`config.mk`:
```
export PLATFORM = sky130hd
export DESIGN_NAME = sp_chip_emu
export DESIGN_NICKNAME = d
export VERILOG_FILES = /design/src/rtl/sp_emu_pkg.sv /design/src/rtl/sp_emu_spi.sv /design/src/rtl/sp_chip_emu.sv
export SDC_FILE = /design/constraint.sdc
export NUM_CORES = 1
export LEC_CHECK = 0
export ABC_AREA = 1
export CORE_MARGIN = 3
export CORE_UTILIZATION = 55
export CTS_CLUSTER_SIZE = 30
export DETAILED_ROUTE_END_ITERATION = 16
export DONT_BUFFER_PORTS = 1
export PLACE_DENSITY = 0.7
export SYNTH_ARGS = -nofsm -noshare
export SYNTH_HDL_FRONTEND = slang
export SYNTH_HIERARCHICAL = 1
export SYNTH_SLANG_ARGS = --single-unit
```
`constraint.sdc`:
```
create_clock -name clk -period 4.4 [get_ports clk]
set_input_delay 0.44 -clock clk [delete_from_list [all_inputs] [get_ports clk]]
set_output_delay 0.44 -clock clk [all_outputs]
set_load 0.01 [all_outputs]
```
`src/rtl/sp_emu_pkg.sv`:
```
// Shared constants and types for the SuperMario chip emulator.
package sp_emu_pkg;

   localparam logic [6:0] ADDR_ID   = 7'h00;
   localparam logic [6:0] ADDR_CTRL = 7'h01;
   localparam logic [6:0] ADDR_SEED = 7'h02;
   localparam logic [6:0] ADDR_FCNT = 7'h03;

   localparam int CTRL_RUN = 0;
   localparam int CTRL_PAT = 1;

   // Counts 0..16; 16 means "past the last data bit" and saturates there.
   localparam int SPI_CNT_W = 5;
   localparam logic [SPI_CNT_W-1:0] SPI_BIT_RW        = 5'd0;
   localparam logic [SPI_CNT_W-1:0] SPI_BIT_ADDR_LAST = 5'd7;
   localparam logic [SPI_CNT_W-1:0] SPI_BIT_DATA_LAST = 5'd15;
   localparam logic [SPI_CNT_W-1:0] SPI_BIT_DONE      = 5'd16;

   typedef enum logic [1:0] {
      ST_IDLE   = 2'd0,
      ST_STREAM = 2'd1,
      ST_GAP    = 2'd2
   } frame_state_e;

endpackage

```
`src/rtl/sp_emu_spi.sv`:
```
// SPI responder and register file: decodes R/W + 7-bit address frames,
// holds CTRL and SEED, reads back ID and the frame counter.
module sp_emu_spi
   import sp_emu_pkg::*;
#(
   parameter logic [7:0] CHIP_ID = 8'h5A
) (
   input  logic       clk,
   input  logic       rst,
   input  logic       spi_cs_n,
   input  logic       spi_mosi,
   input  logic [7:0] fcnt_i,
   output logic       spi_miso,
   output logic [1:0] ctrl_o,
   output logic [7:0] seed_o
);

   logic [SPI_CNT_W-1:0] bit_cnt_q, bit_cnt_d;
   logic [6:0]           shift_q, shift_d;
   logic [6:0]           addr_q, addr_d;
   logic                 rd_q, rd_d;
   logic [7:0]           rd_shift_q, rd_shift_d;
   logic                 miso_q, miso_d;
   logic [1:0]           ctrl_q, ctrl_d;
   logic [7:0]           seed_q, seed_d;

   logic [6:0]           addr_now;
   logic [7:0]           wdata;
   logic [7:0]           rdata;

   assign addr_now = {shift_q[5:0], spi_mosi};
   assign wdata    = {shift_q[6:0], spi_mosi};

   // Read mux for the address being completed this cycle (snapshot source).
   always_comb begin
      rdata = 8'h00;
      case (addr_now)
         ADDR_ID:   rdata = CHIP_ID;
         ADDR_CTRL: rdata = {6'b0, ctrl_q};
         ADDR_SEED: rdata = seed_q;
         ADDR_FCNT: rdata = fcnt_i;
         default:   rdata = 8'h00;
      endcase
   end

   // Bit sequencing, read shift-out and register writes.
   always_comb begin
      bit_cnt_d  = bit_cnt_q;
      shift_d    = shift_q;
      addr_d     = addr_q;
      rd_d       = rd_q;
      rd_shift_d = rd_shift_q;
      miso_d     = 1'b0;
      ctrl_d     = ctrl_q;
      seed_d     = seed_q;
      if (spi_cs_n) begin
         bit_cnt_d = '0;
      end else begin
         shift_d = {shift_q[5:0], spi_mosi};
         if (bit_cnt_q != SPI_BIT_DONE) begin
            bit_cnt_d = bit_cnt_q + SPI_CNT_W'(1);
         end
         if (bit_cnt_q == SPI_BIT_RW) begin
            rd_d = spi_mosi;
         end
         if (bit_cnt_q == SPI_BIT_ADDR_LAST) begin
            // miso is registered, so the MSB leaves now to be valid during bit 8.
            addr_d     = addr_now;
            rd_shift_d = {rdata[6:0], 1'b0};
            miso_d     = rd_q & rdata[7];
         end else if ((bit_cnt_q > SPI_BIT_ADDR_LAST) && (bit_cnt_q < SPI_BIT_DATA_LAST)) begin
            rd_shift_d = {rd_shift_q[6:0], 1'b0};
            miso_d     = rd_q & rd_shift_q[7];
         end else if ((bit_cnt_q == SPI_BIT_DATA_LAST) && !rd_q) begin
            case (addr_q)
               ADDR_CTRL: ctrl_d = wdata[1:0];
               ADDR_SEED: seed_d = wdata;
               default:   begin end
            endcase
         end
      end
   end

   // State registers with synchronous reset.
   always_ff @(posedge clk) begin
      if (rst) begin
         bit_cnt_q  <= '0;
         shift_q    <= '0;
         addr_q     <= '0;
         rd_q       <= 1'b0;
         rd_shift_q <= '0;
         miso_q     <= 1'b0;
         ctrl_q     <= '0;
         seed_q     <= '0;
      end else begin
         bit_cnt_q  <= bit_cnt_d;
         shift_q    <= shift_d;
         addr_q     <= addr_d;
         rd_q       <= rd_d;
         rd_shift_q <= rd_shift_d;
         miso_q     <= miso_d;
         ctrl_q     <= ctrl_d;
         seed_q     <= seed_d;
      end
   end

   assign spi_miso = miso_q;
   assign ctrl_o   = ctrl_q;
   assign seed_o   = seed_q;

endmodule

```
`src/rtl/sp_chip_emu.sv`:
```
// Behavioural model of the SuperMario chip side of the readout link:
// frame FSM, ramp/echo pattern generator and the SPI register block.
//
//   state     | meaning
//   ----------+-------------------------------------------------------
//   ST_IDLE   | no output; waits for CTRL.RUN, latches PAT on exit
//   ST_STREAM | one pixel per cycle, pix_cnt 0..PIXELS-1
//   ST_GAP    | GAP quiet cycles (down-counter), then restart or idle
module sp_chip_emu
   import sp_emu_pkg::*;
#(
   parameter int         PIXELS  = 1024,
   parameter int         GAP     = 16,
   parameter logic [7:0] CHIP_ID = 8'h5A
) (
   input  logic       clk,
   input  logic       rst,
   input  logic       sp_nrst,
   input  logic [7:0] sp_din,
   input  logic       sp_spi_cs,
   input  logic       sp_spi_mosi,
   output logic [7:0] sp_dout,
   output logic       sp_update,
   output logic       sp_eof,
   output logic       sp_spi_miso
);

   localparam int PIX_W = (PIXELS > 1) ? $clog2(PIXELS) : 1;
   localparam int GAP_W = $clog2(GAP + 1);
   localparam logic [PIX_W-1:0] PIX_LAST = PIX_W'(PIXELS - 1);
   localparam logic [GAP_W-1:0] GAP_LOAD = GAP_W'(GAP - 1);

   logic             srst;
   logic [1:0]       ctrl;
   logic [7:0]       seed;
   logic             run;

   frame_state_e     state_q, state_d;
   logic [PIX_W-1:0] pix_cnt_q, pix_cnt_d;
   logic [GAP_W-1:0] gap_cnt_q, gap_cnt_d;
   logic             pat_q, pat_d;
   logic [7:0]       fcnt_q, fcnt_d;
   logic [7:0]       din_q, din_d;
   logic [7:0]       dout_q, dout_d;
   logic             update_q, update_d;
   logic             eof_q, eof_d;
   logic [7:0]       pixel;

   // The chip reset pin behaves exactly like the block reset.
   assign srst = rst | ~sp_nrst;
   assign run  = ctrl[CTRL_RUN];

   sp_emu_spi #(
      .CHIP_ID (CHIP_ID)
   ) u_spi (
      .clk      (clk),
      .rst      (srst),
      .spi_cs_n (sp_spi_cs),
      .spi_mosi (sp_spi_mosi),
      .fcnt_i   (fcnt_q),
      .spi_miso (sp_spi_miso),
      .ctrl_o   (ctrl),
      .seed_o   (seed)
   );

   // Pixel source: ramp from SEED/FCNT, or DIN delayed one cycle.
   always_comb begin
      pixel = 8'h00;
      if (pat_q) begin
         pixel = din_q;
      end else begin
         pixel = seed + fcnt_q + 8'(pix_cnt_q);
      end
   end

   // Frame sequencing; PAT only changes at a frame start.
   always_comb begin
      state_d   = state_q;
      pix_cnt_d = pix_cnt_q;
      gap_cnt_d = gap_cnt_q;
      pat_d     = pat_q;
      fcnt_d    = fcnt_q;
      din_d     = sp_din;
      dout_d    = dout_q;
      update_d  = 1'b0;
      eof_d     = 1'b0;
      case (state_q)
         ST_IDLE: begin
            if (run) begin
               state_d   = ST_STREAM;
               pix_cnt_d = '0;
               pat_d     = ctrl[CTRL_PAT];
            end
         end
         ST_STREAM: begin
            update_d = 1'b1;
            dout_d   = pixel;
            if (pix_cnt_q == PIX_LAST) begin
               eof_d     = 1'b1;
               fcnt_d    = fcnt_q + 8'd1;
               gap_cnt_d = GAP_LOAD;
               state_d   = ST_GAP;
            end else begin
               pix_cnt_d = pix_cnt_q + PIX_W'(1);
            end
         end
         ST_GAP: begin
            if (gap_cnt_q == '0) begin
               if (run) begin
                  state_d   = ST_STREAM;
                  pix_cnt_d = '0;
                  pat_d     = ctrl[CTRL_PAT];
               end else begin
                  state_d = ST_IDLE;
               end
            end else begin
               gap_cnt_d = gap_cnt_q - GAP_W'(1);
            end
         end
         default: state_d = ST_IDLE;
      endcase
   end

   // State and output registers with synchronous reset.
   always_ff @(posedge clk) begin
      if (srst) begin
         state_q   <= ST_IDLE;
         pix_cnt_q <= '0;
         gap_cnt_q <= '0;
         pat_q     <= 1'b0;
         fcnt_q    <= '0;
         din_q     <= '0;
         dout_q    <= '0;
         update_q  <= 1'b0;
         eof_q     <= 1'b0;
      end else begin
         state_q   <= state_d;
         pix_cnt_q <= pix_cnt_d;
         gap_cnt_q <= gap_cnt_d;
         pat_q     <= pat_d;
         fcnt_q    <= fcnt_d;
         din_q     <= din_d;
         dout_q    <= dout_d;
         update_q  <= update_d;
         eof_q     <= eof_d;
      end
   end

   assign sp_dout   = dout_q;
   assign sp_update = update_q;
   assign sp_eof    = eof_q;

endmodule

```
# Word-level counts from Yosys, hierarchy flattened
# Cells that the tools add are included.
# totals
regBits,83
latch_bits,0
mem_bits_rw,0
mem_bits_ro,0
input_bits,13
output_inout_bits,11
wordCells,95
n_memories,0
# classes
addsub,6
multipliers,0
n_div,0
magnitude_cmp,2
n_eq_ne,16
n_shift,0
muxes,23
bitwise,8
reduce_logical,23
# op_table
op,n
8-bit case mux with 4 select lines,1
10-bit 2-to-1 mux,3
10-bit case mux with 3 select lines,1
8-bit 2-to-1 mux,3
"7-bit by 2-bit == test with 1-bit output, second input constant",3
8-bit adder,2
"7-bit by 1-bit == test with 1-bit output, second input constant",2
"10-bit by 1-bit adder with 10-bit output, second input constant",1
"10-bit == test, second input constant",1
5-bit logical NOT,2
5-bit 2-to-1 mux,2
5-bit case mux with 2 select lines,1
2-bit AND reduction,5
5-bit AND reduction,2
3-bit AND reduction,3
"8-bit by 1-bit adder with 8-bit output, second input constant",1
"2-bit != test, second input constant",4
7-bit logical NOT,1
1-bit 2-to-1 mux,7
2-bit 2-to-1 mux,3
2-bit case mux with 3 select lines,1
2-bit nonzero test,3
"5-bit by 1-bit adder with 5-bit output, second input constant",1
"5-bit by 3-bit == test with 1-bit output, second input constant",1
17 further kinds,24

# Depth between registers and ports, before layout
# Gate-level depths: netlist of run 1.
# logic_depth
ltp_word,4
mapped_depth,12
depth_no_buf,12

# Modules after synthesis
# The synthesis of run 1 kept the hierarchy.
# by_module_without_submodules
module,instances,cells_each,area_each_um2,seq_area_each_um2
sp_chip_emu,1,347,2503.7,880.8
sp_emu_spi,1,251,1771.7,760.7

# Worst setup path after synthesis of run 1
# No wires, ideal clock.
# synth_path
path_kind,register to register
from,register fcnt_q[1]
to,"register dout_q[7], in the netlist sp_dout[7]"
setup_ps,71
arrival_time_ps,1900
required_time_ps,4329
setup_slack_ps,2429
stages_incl_launch_ff,11
path_buffers,0
period_less_slack_ps,1971
cell_sequence,dfxtp_1 -> fa_1 -> ha_1 -> fa_1 -> inv_1 -> nor3_1 -> nor2_1 -> nand2_1 -> nand3_1 -> nand2_1 -> a21oi_1
# synth_between
elab_chain_cells,3
# synth_lines
element,line,text
from (decl),sp_chip_emu.sv:42,"logic [7:0] fcnt_q, fcnt_d;"
from (signal assigned),sp_chip_emu.sv:141,fcnt_q <= fcnt_d;
8-bit adder (2 in series),sp_chip_emu.sv:72,pixel = seed + fcnt_q + 8'(pix_cnt_q);
8-bit 2-to-1 mux,sp_chip_emu.sv:69,if (pat_q) begin
to (signal assigned),sp_chip_emu.sv:143,dout_q <= dout_d;
to (decl),sp_chip_emu.sv:44,"logic [7:0] dout_q, dout_d;"
# Every way passes these cells.
# A chain may end at the register's enable or synchronous reset.

# Worst setup path after layout of run 1
# layout_path
from,input sp_nrst
to,"register u_spi.miso_q, in the netlist u_spi/spi_miso"
# layout_between
elab_chain_cells,3
# layout_lines
element,line,text
from (decl),sp_chip_emu.sv:18,"input logic sp_nrst,"
1-bit inverter,sp_chip_emu.sv:50,assign srst = rst | ~sp_nrst;
1-bit OR,sp_chip_emu.sv:50,
2-bit OR reduction (no source line),-,
to (signal assigned),sp_emu_spi.sv:101,miso_q <= miso_d;
to (decl),sp_emu_spi.sv:23,"logic miso_q, miso_d;"
# Every way passes these cells.

==> reports/summary.log, run 1 <==
INFO  clock_network  clk_root_buffer_cell=sky130_fd_sc_hd__clkbuf_8
INFO  place          dp_slack=1610ps
INFO  timing         grt_setup_unrepaired=false
INFO  critical_path  timing.critical_path.required=4720ps
INFO  logic_synthesis yosys.area.top_type=sky130_fd_sc_hd__dfxtp_1
INFO  clock_network  cts_max_level=3
INFO  power          p_leak=1.95nW
INFO  logic_synthesis count_of_mapped_cells_out_of_synthesis=598
INFO  power          pwr-share-comb=3.4%
INFO  detailed_routing avgRoutedWirePerCell=13.0um
INFO  detailed_routing routed_via_density=5.25
INFO  global_route   grt_usage=22.2%
INFO  critical_path  cp_data_arrival_time=2720ps
INFO  timing         hold_violations=0
INFO  logic_synthesis synth.net_count=632
INFO  place          dpl.hpwl=6.72mm
INFO  floorplan      die_y=94.2um
INFO  layout         antenna-diode-count=0
INFO  logic_synthesis cell_variety_after_synth=37
INFO  critical_path  worst_path_bufs_invs=4
INFO  global_route   via_count_of_the_first_global_routing_pass=3433
INFO  power          share_seq_of_total_power=57.8%
INFO  critical_path  timing.critical_path.max_delay_family=buffers and inverters
INFO  global_route   globalRouteMet3Util=3.61%
INFO  floorplan      initial_utilization=57.7%
INFO  logic_synthesis most_common_flop_cell_mapped_by_yosys=sky130_fd_sc_hd__dfxtp_1
INFO  detailed_routing via_count=3678
INFO  logic_synthesis synth_edf_count=0
INFO  global_route   grt_antenna_before_repair=0
INFO  clock_network  holdBufCountCts=0
INFO  clock_network  tritoncts.num_buffers=9
INFO  timing         maxSlewViolCount=0
INFO  logic_synthesis synth_most_common_cell=sky130_fd_sc_hd__nand2_1
INFO  clock_network  cts_sinks=82
INFO  power          clock_power_share=38.8%
INFO  floorplan      core_area=0.00741mm^2
INFO  logic_synthesis seq_area_frac_synth=38.4%
INFO  logic_synthesis mean_syn_cell_area=7.15um^2
INFO  timing         timing.hold.ws=164ps
INFO  clock_network  postCtsSetupRepairBufs=0
INFO  global_route   grt_start_max_net_pins=31
INFO  layout         syn_to_final_growth=5.62%
INFO  floorplan      fp-row-count=31
INFO  flow_run       drv.max_cap_violation_count=0
INFO  global_route   grt_first_pass_wirelength=15.5mm
INFO  critical_path  timing.critical_path.fanout_max=30
INFO  logic_synthesis synth_top_cells_by_area=sky130_fd_sc_hd__dfxtp_1 38%, sky130_fd_sc_hd__nand2_1 13%, sky130_fd_sc_hd__a21oi_1 7.7%
INFO  critical_path  startpoint_type=input port
INFO  layout         postLayoutCoreUtil=61.0%
INFO  global_route   overflow=0
INFO  logic_synthesis netlist_area=0.00428mm^2
INFO  run_status     outcome=finished, final reports clean
INFO  clock_network  post_cts_resized=0
INFO  critical_path  worst-setup-path-type=input port to flip-flop
INFO  detailed_routing route.final.wire_length=9.08mm
INFO  timing         timing_worst_slew_pin_value=719ps
INFO  timing         fmaxAchievable=416MHz
INFO  power          worst_ir_drop_vdd=160uV
INFO  timing         final.setup_skew=10.9ps
INFO  floorplan      fp.dieArea=0.00887mm^2
INFO  critical_path  most_frequent_cell_on_the_critical_path=sky130_fd_sc_hd__inv_1
INFO  timing         period_share=54.6%
INFO  place          gp_congestion=0.910
INFO  critical_path  critical-path-slowest-cell=sky130_fd_sc_hd__inv_1
INFO  floorplan      pin_count=24
INFO  power          report.power.total=1.30mW
INFO  power          switching_share=24.4%
INFO  critical_path  crit_path_max_incr_delay=650ps
INFO  place          io_buffers=0
INFO  logic_synthesis yosys-top-cells-count=144 x sky130_fd_sc_hd__nand2_1, 82 x sky130_fd_sc_hd__dfxtp_1, 72 x sky130_fd_sc_hd__inv_1
INFO  power          pwr_density_cell=288mW/mm^2
INFO  logic_synthesis ys_seq_elements=82
INFO  clock_network  clock_insertion_delay_worst_skew=360ps
INFO  hold_path      hold_class=input port to flip-flop
INFO  timing         timing.max_slew.rel_slack=52.0%
INFO  logic_synthesis warnings_from_yosys=6
INFO  detailed_routing pre_repair_dr_iteration_count=5
INFO  clock_network  tritoncts=done
INFO  detailed_routing remaining_drc_errors=0
INFO  timing         setup_ws=2000ps
INFO  global_route   met2_usage=38.1%
INFO  timing         final-setup-viol-count=0
INFO  logic_synthesis synthArstFlopShare=0%
INFO  layout         numnets_final=631
INFO  power          power_switching=0.318mW
INFO  floorplan      chipWidth=94.2um
INFO  critical_path  worstPathCellList=inv_1 -> nor2_2 -> inv_2 -> inv_1 -> nand2_1 -> nor3_1 -> nand3_1 -> inv_1
INFO  logic_synthesis post-synth-top-area-fraction=38.4%
INFO  timing         final_worst_path_period_need=2400ps
INFO  critical_path  worstSetupEndpointType=flip-flop
INFO  detailed_routing initialDrtViolationCount=165
INFO  clock_network  clock_pin_transition_on_the_worst_setup_and_hold_timing_paths=90ps
INFO  global_route   global_route.usage.met1=27.5%
INFO  timing         setup_tns=0ps
INFO  layout         layout-drive-gt1-share=8.14%
INFO  clock_network  clockBufferDepth=2
INFO  power          power_report.internal_total=0.982mW
INFO  detailed_routing ant_nets=0
INFO  global_route   grt.busiest_layer=met2
sequential cells by signal (all words and copies together), names as in the netlist:
signal	count
u_spi/shift_q	7
u_spi/seed_o	8
u_spi/addr_q	7
state_q	2
u_spi/rd_q	1
sp_update	1
u_spi/ctrl_o	2
fcnt_q	8
pix_cnt_q	10
u_spi/bit_cnt_q	5
sp_dout	8
u_spi/spi_miso	1
pat_q	1
sp_eof	1
u_spi/rd_shift_q	7
gap_cnt_q	5
din_q	8
power groups by stage:
stage | clock [mW] | combinational (mW) | sequential [mW]
after CTS | 0.518 | 0.0441 | 0.751
after detailed placement | 0 | 0.0440 | 0.768
after global placement | 0 | 0.0429 | 0.768
after global routing | 0.552 | 0.0512 | 0.752
final | 0.505 | 0.0442 | 0.751
after floorplan | 0 | 0.0363 | 0.767
area by class of cell:
class                           count  area (um^2)
Clock buffer                       11          141
Clock inverter                      5         37.5
Fill cell                         707         2890
Inverter                           80          300
Multi-Input combinational cell    424         2270
Sequential cell                    82         1640
Tap cell                           99          124
per-stage QoR:
stage	cell area [um^2]	std cells
2_1_floorplan	4280	598
3_3_place_gp	4340	685
3_5_place_dp	4340	685
4_1_cts	4520	701
5_1_grt	4520	701
6_report	4520	701
cells in the final DEF (no fill, tap or decap):
cell type                    netlist  routed
sky130_fd_sc_hd__ha_1             13      13
sky130_fd_sc_hd__nand2_1         144     144
sky130_fd_sc_hd__nor2_1           62      62
sky130_fd_sc_hd__nor2_2            4       4
sky130_fd_sc_hd__nand4_1           3       3
sky130_fd_sc_hd__xnor2_1           3       3
sky130_fd_sc_hd__nand2_2           5       5
sky130_fd_sc_hd__inv_6             0       2
sky130_fd_sc_hd__xor2_1            3       3
sky130_fd_sc_hd__o21bai_1          3       3
sky130_fd_sc_hd__clkinv_1          1       1
sky130_fd_sc_hd__fa_1              8       8
sky130_fd_sc_hd__nand2_4           1       1
sky130_fd_sc_hd__nor3_2            1       1
sky130_fd_sc_hd__nor4_1            1       1
sky130_fd_sc_hd__nor3_4            1       1
sky130_fd_sc_hd__nor3_1            6       6
sky130_fd_sc_hd__nand3_4           2       2
sky130_fd_sc_hd__nand4_4           2       2
sky130_fd_sc_hd__nor2_4            5       5
sky130_fd_sc_hd__clkbuf_8          0      10
sky130_fd_sc_hd__nand3_1          51      51
sky130_fd_sc_hd__o21ai_1           2       2
sky130_fd_sc_hd__a21oi_1          66      66
sky130_fd_sc_hd__or3b_2            1       1
sky130_fd_sc_hd__nor3b_1           1       1
sky130_fd_sc_hd__or2_2             1       1
sky130_fd_sc_hd__o211ai_1          1       1
sky130_fd_sc_hd__inv_1            72      72
sky130_fd_sc_hd__nand3_2           3       3
sky130_fd_sc_hd__a21oi_2           1       1
sky130_fd_sc_hd__clkinv_2          0       1
sky130_fd_sc_hd__dfxtp_1          82      82
sky130_fd_sc_hd__clkbuf_1          6       1
sky130_fd_sc_hd__o21ai_0          29      29
sky130_fd_sc_hd__inv_2             7       7
sky130_fd_sc_hd__clkinvlp_4        0       2
sky130_fd_sc_hd__nand3b_1          1       1
worst register-to-register path, cell delays in order (launching register included):
cell and delay [ps]:
sky130_fd_sc_hd__dfxtp_1 460, sky130_fd_sc_hd__fa_1 460, sky130_fd_sc_hd__ha_1 250, sky130_fd_sc_hd__fa_1 430
sky130_fd_sc_hd__inv_1 100, sky130_fd_sc_hd__nor3_1 50, sky130_fd_sc_hd__nor2_1 90, sky130_fd_sc_hd__nand2_1 50
sky130_fd_sc_hd__nand3_1 90, sky130_fd_sc_hd__nand2_1 60, sky130_fd_sc_hd__a21oi_1 110
worst paths after layout:
path                        start          endpoint  slack (ps)  cells after the start
hold / removal          sp_spi_cs  u_spi/shift_q[6]         160                      1
setup reg to reg        fcnt_q[1]        sp_dout[7]        2140                     10
hold reg to reg   u_spi/addr_q[5]   u_spi/addr_q[5]         460                      2
setup / recovery          sp_nrst    u_spi/spi_miso        2000                      8
cell families after synthesis:
kind of cell               Yosys count  synth area share (%)
AOI/OAI and AO/OA                  102                  12.3
xor gates and xnor gates             6                  1.23
adders and majority gates           21                  7.55
buffers and inverters               92                  8.49
DFF                                 82                  38.4
and+or+nand+nor                    295                  32.1
layer usage:
metal / share of wire [%] / up-vias
met5: 0 / -
met4: 1.8 / 0
met3: 3.0 / 14
met2: 48 / 63
met1: 47 / 1679
li1: - / 1922
(Power assumes the default switching activity.)
==> run 2, diff against run 1 <==
==> constraint.sdc (replaced) <==
create_clock -name clk -period 2.3 [get_ports clk]
set_input_delay 0.23 -clock clk [delete_from_list [all_inputs] [get_ports clk]]
set_output_delay 0.23 -clock clk [all_outputs]
set_load 0.01 [all_outputs]
==> run 2 against run 1 <==
Net effect: final area rose by 4.1%; flip-flop and latch count did not move; die area did not move; clock-buffer cell count rose by 1; cell count rose by 3.0%; global-route usage rose by 0.18 points.
==> reports/summary.log, run 2 (same netlist as run 1, synthesis figures left out) <==
INFO  global_route   via_count_of_the_first_global_routing_pass=3506
INFO  global_route   grt_antenna_before_repair=0
INFO  power          switching_share=23.0%
INFO  timing         hold_violations=0
INFO  power          share_seq_of_total_power=57.7%
INFO  global_route   overflow=0
INFO  layout         mostFrequentLayoutCell=sky130_fd_sc_hd__nand2_1
INFO  critical_path  r2r_cells=10
INFO  place          gp_congestion=0.863
INFO  detailed_routing route.final.wire_length=9.20mm
INFO  hold_path      hold_depth=2
INFO  power          power_switching=0.573mW
INFO  critical_path  worst-setup-path-type=flip-flop to flip-flop
INFO  critical_path  timing.critical_path.fanout_max=4
INFO  layout         layout-drive-gt1-share=10.1%
INFO  floorplan      chipWidth=94.2um
INFO  hold_path      hold_class=input port to flip-flop
INFO  clock_network  tritoncts.num_buffers=9
INFO  global_route   grt_usage=22.4%
INFO  global_route   grt_first_pass_wirelength=15.7mm
INFO  timing         final_worst_path_period_need=2060ps
INFO  timing         setup_tns=0ps
INFO  detailed_routing via_count=3752
INFO  floorplan      core_area=0.00741mm^2
INFO  critical_path  worst_r2r_endpoint=sp_dout[7]
INFO  detailed_routing initialDrtViolationCount=188
INFO  timing         maxSlewViolCount=0
INFO  layout         registers.top_by_ff_count=pix_cnt_q
INFO  hold_path      worst_hold_path.endpoint=u_spi/shift_q[0]
INFO  critical_path  cp_data_arrival_time=2340ps
INFO  place          dpl.hpwl=6.83mm
INFO  clock_network  clock_pin_transition_on_the_worst_setup_and_hold_timing_paths=80ps
INFO  layout         largest_register_ff_count=10
INFO  timing         final-setup-viol-count=0
INFO  timing         final.setup_skew=9.76ps
INFO  power          p_leak=2.05nW
INFO  timing         timing.max_slew.rel_slack=65.5%
INFO  clock_network  clockBufferDepth=2
INFO  flow_run       drv.max_cap_violation_count=0
INFO  place          io_buffers=0
INFO  critical_path  crit-reg2reg-launch=u_spi/seed_o[1]
INFO  run_status     outcome=finished, final reports clean
INFO  timing         period_share=89.5%
INFO  critical_path  timing.critical_path.required=2580ps
INFO  floorplan      die_y=94.2um
INFO  power          pwr_density_cell=529mW/mm^2
INFO  critical_path  timing.critical_path.from=u_spi/seed_o[1]
INFO  detailed_routing pre_repair_dr_iteration_count=5
INFO  detailed_routing remaining_drc_errors=0
INFO  clock_network  tritoncts=done
INFO  timing         timing_worst_slew_pin_value=516ps
INFO  global_route   grt_start_max_net_pins=30
INFO  critical_path  worstSetupEndpointType=flip-flop
INFO  critical_path  r2r_slack=240ps
INFO  layout         numnets_final=652
INFO  detailed_routing avgRoutedWirePerCell=12.7um
INFO  power          power_report.internal_total=1.92mW
INFO  power          clock_power_share=38.2%
INFO  timing         fmaxAchievable=486MHz
INFO  layout         syn_to_final_growth=9.98%
INFO  detailed_routing ant_nets=0
INFO  clock_network  cts_sinks=82
INFO  floorplan      initial_utilization=57.7%
INFO  timing         grt_setup_unrepaired=false
INFO  clock_network  clk_root_buffer_cell=sky130_fd_sc_hd__clkbuf_8
INFO  layout         final_cell_mix=144 x sky130_fd_sc_hd__nand2_1, 81 x sky130_fd_sc_hd__dfxtp_1, 72 x sky130_fd_sc_hd__inv_1
INFO  critical_path  startpoint_type=flip-flop
INFO  floorplan      pin_count=24
INFO  clock_network  cts_max_level=3
INFO  hold_path      holdCritStartpoint=sp_spi_mosi
INFO  detailed_routing routed_via_density=5.20
INFO  floorplan      fp-row-count=31
INFO  floorplan      fp.dieArea=0.00887mm^2
INFO  power          report.power.total=2.49mW
INFO  power          pwr-share-comb=4.1%
INFO  power          worst_ir_drop_vdd=372uV
INFO  clock_network  clock_insertion_delay_worst_skew=340ps
INFO  layout         antenna-diode-count=0
run 2: how the worst max path moves through the flow:
stage,slack [ps],to,cells past startpoint
after global placement,230,sp_dout[7],10
after CTS,140,sp_dout[7],10
after detailed placement,170,sp_dout[7],10
final,240,sp_dout[7],10
after global routing,40,sp_dout[7],12
after floorplan,330,sp_dout[7],10
run 2: timing repair:
action                                 CTS  global route
gates resized for setup                  0             2
setup endpoints to repair                0             1
buffers inserted                         0             0
endpoints found under the hold margin   14             0
hold buffers                             9             0
run 2: power by group through the flow:
stage | Clock [mW] | Combinational, mW | Sequential (mW)
2_1_floorplan | 0 | 0.0695 | 1.47
3_3_place_gp | 0 | 0.0867 | 1.47
3_5_place_dp | 0 | 0.0884 | 1.47
4_1_cts | 0.983 | 0.102 | 1.44
5_1_grt | 1.05 | 0.115 | 1.44
6_report | 0.950 | 0.102 | 1.44
run 2: critical path: stages (launching register included):
cell and delay [ps]:
sky130_fd_sc_hd__dfxtp_1 350, sky130_fd_sc_hd__fa_1 480, sky130_fd_sc_hd__ha_1 260, sky130_fd_sc_hd__fa_2 390, sky130_fd_sc_hd__inv_1 90, sky130_fd_sc_hd__nor3_1 50
sky130_fd_sc_hd__nor2_1 100, sky130_fd_sc_hd__nand2_1 50, sky130_fd_sc_hd__nand3_1 60, sky130_fd_sc_hd__nand2_1 50, sky130_fd_sc_hd__a21oi_1 100
run 2: final cells by class:
class / instances / area (um^2)
clock buffer: 12 / 155
clock inverter: 4 / 26.3
fill: 702 / 2710
inverter: 80 / 300
multi-input combinational: 424 / 2270
sequential: 82 / 1640
tap: 99 / 124
timing repair buffer: 21 / 180
run 2: stage by stage:
step / util, % / instance area (um^2) / instances / hold slack (ps) / setup WS, ps
2_1_floorplan: - / 4280 / 598 / 342 / 329
3_3_place_gp: 59.8 / 4430 / 697 / 324 / 231
3_5_place_dp: 59.8 / 4430 / 697 / 327 / 169
4_1_cts: 63.4 / 4700 / 722 / 11.4 / 141
5_1_grt: 63.5 / 4700 / 722 / 24.7 / 43.4
6_report: 63.5 / 4700 / 722 / 25.5 / 242
run 2: layer usage:
metal	wire length (um)	global-route usage (%)	share of wire [%]	up-vias
met5	0	0	0	-
met4	145	7.82	1.6	0
met3	329	5.69	3.6	14
met2	4540	39.4	49	59
met1	4190	26.2	46	1720
li1	-	-	-	1959
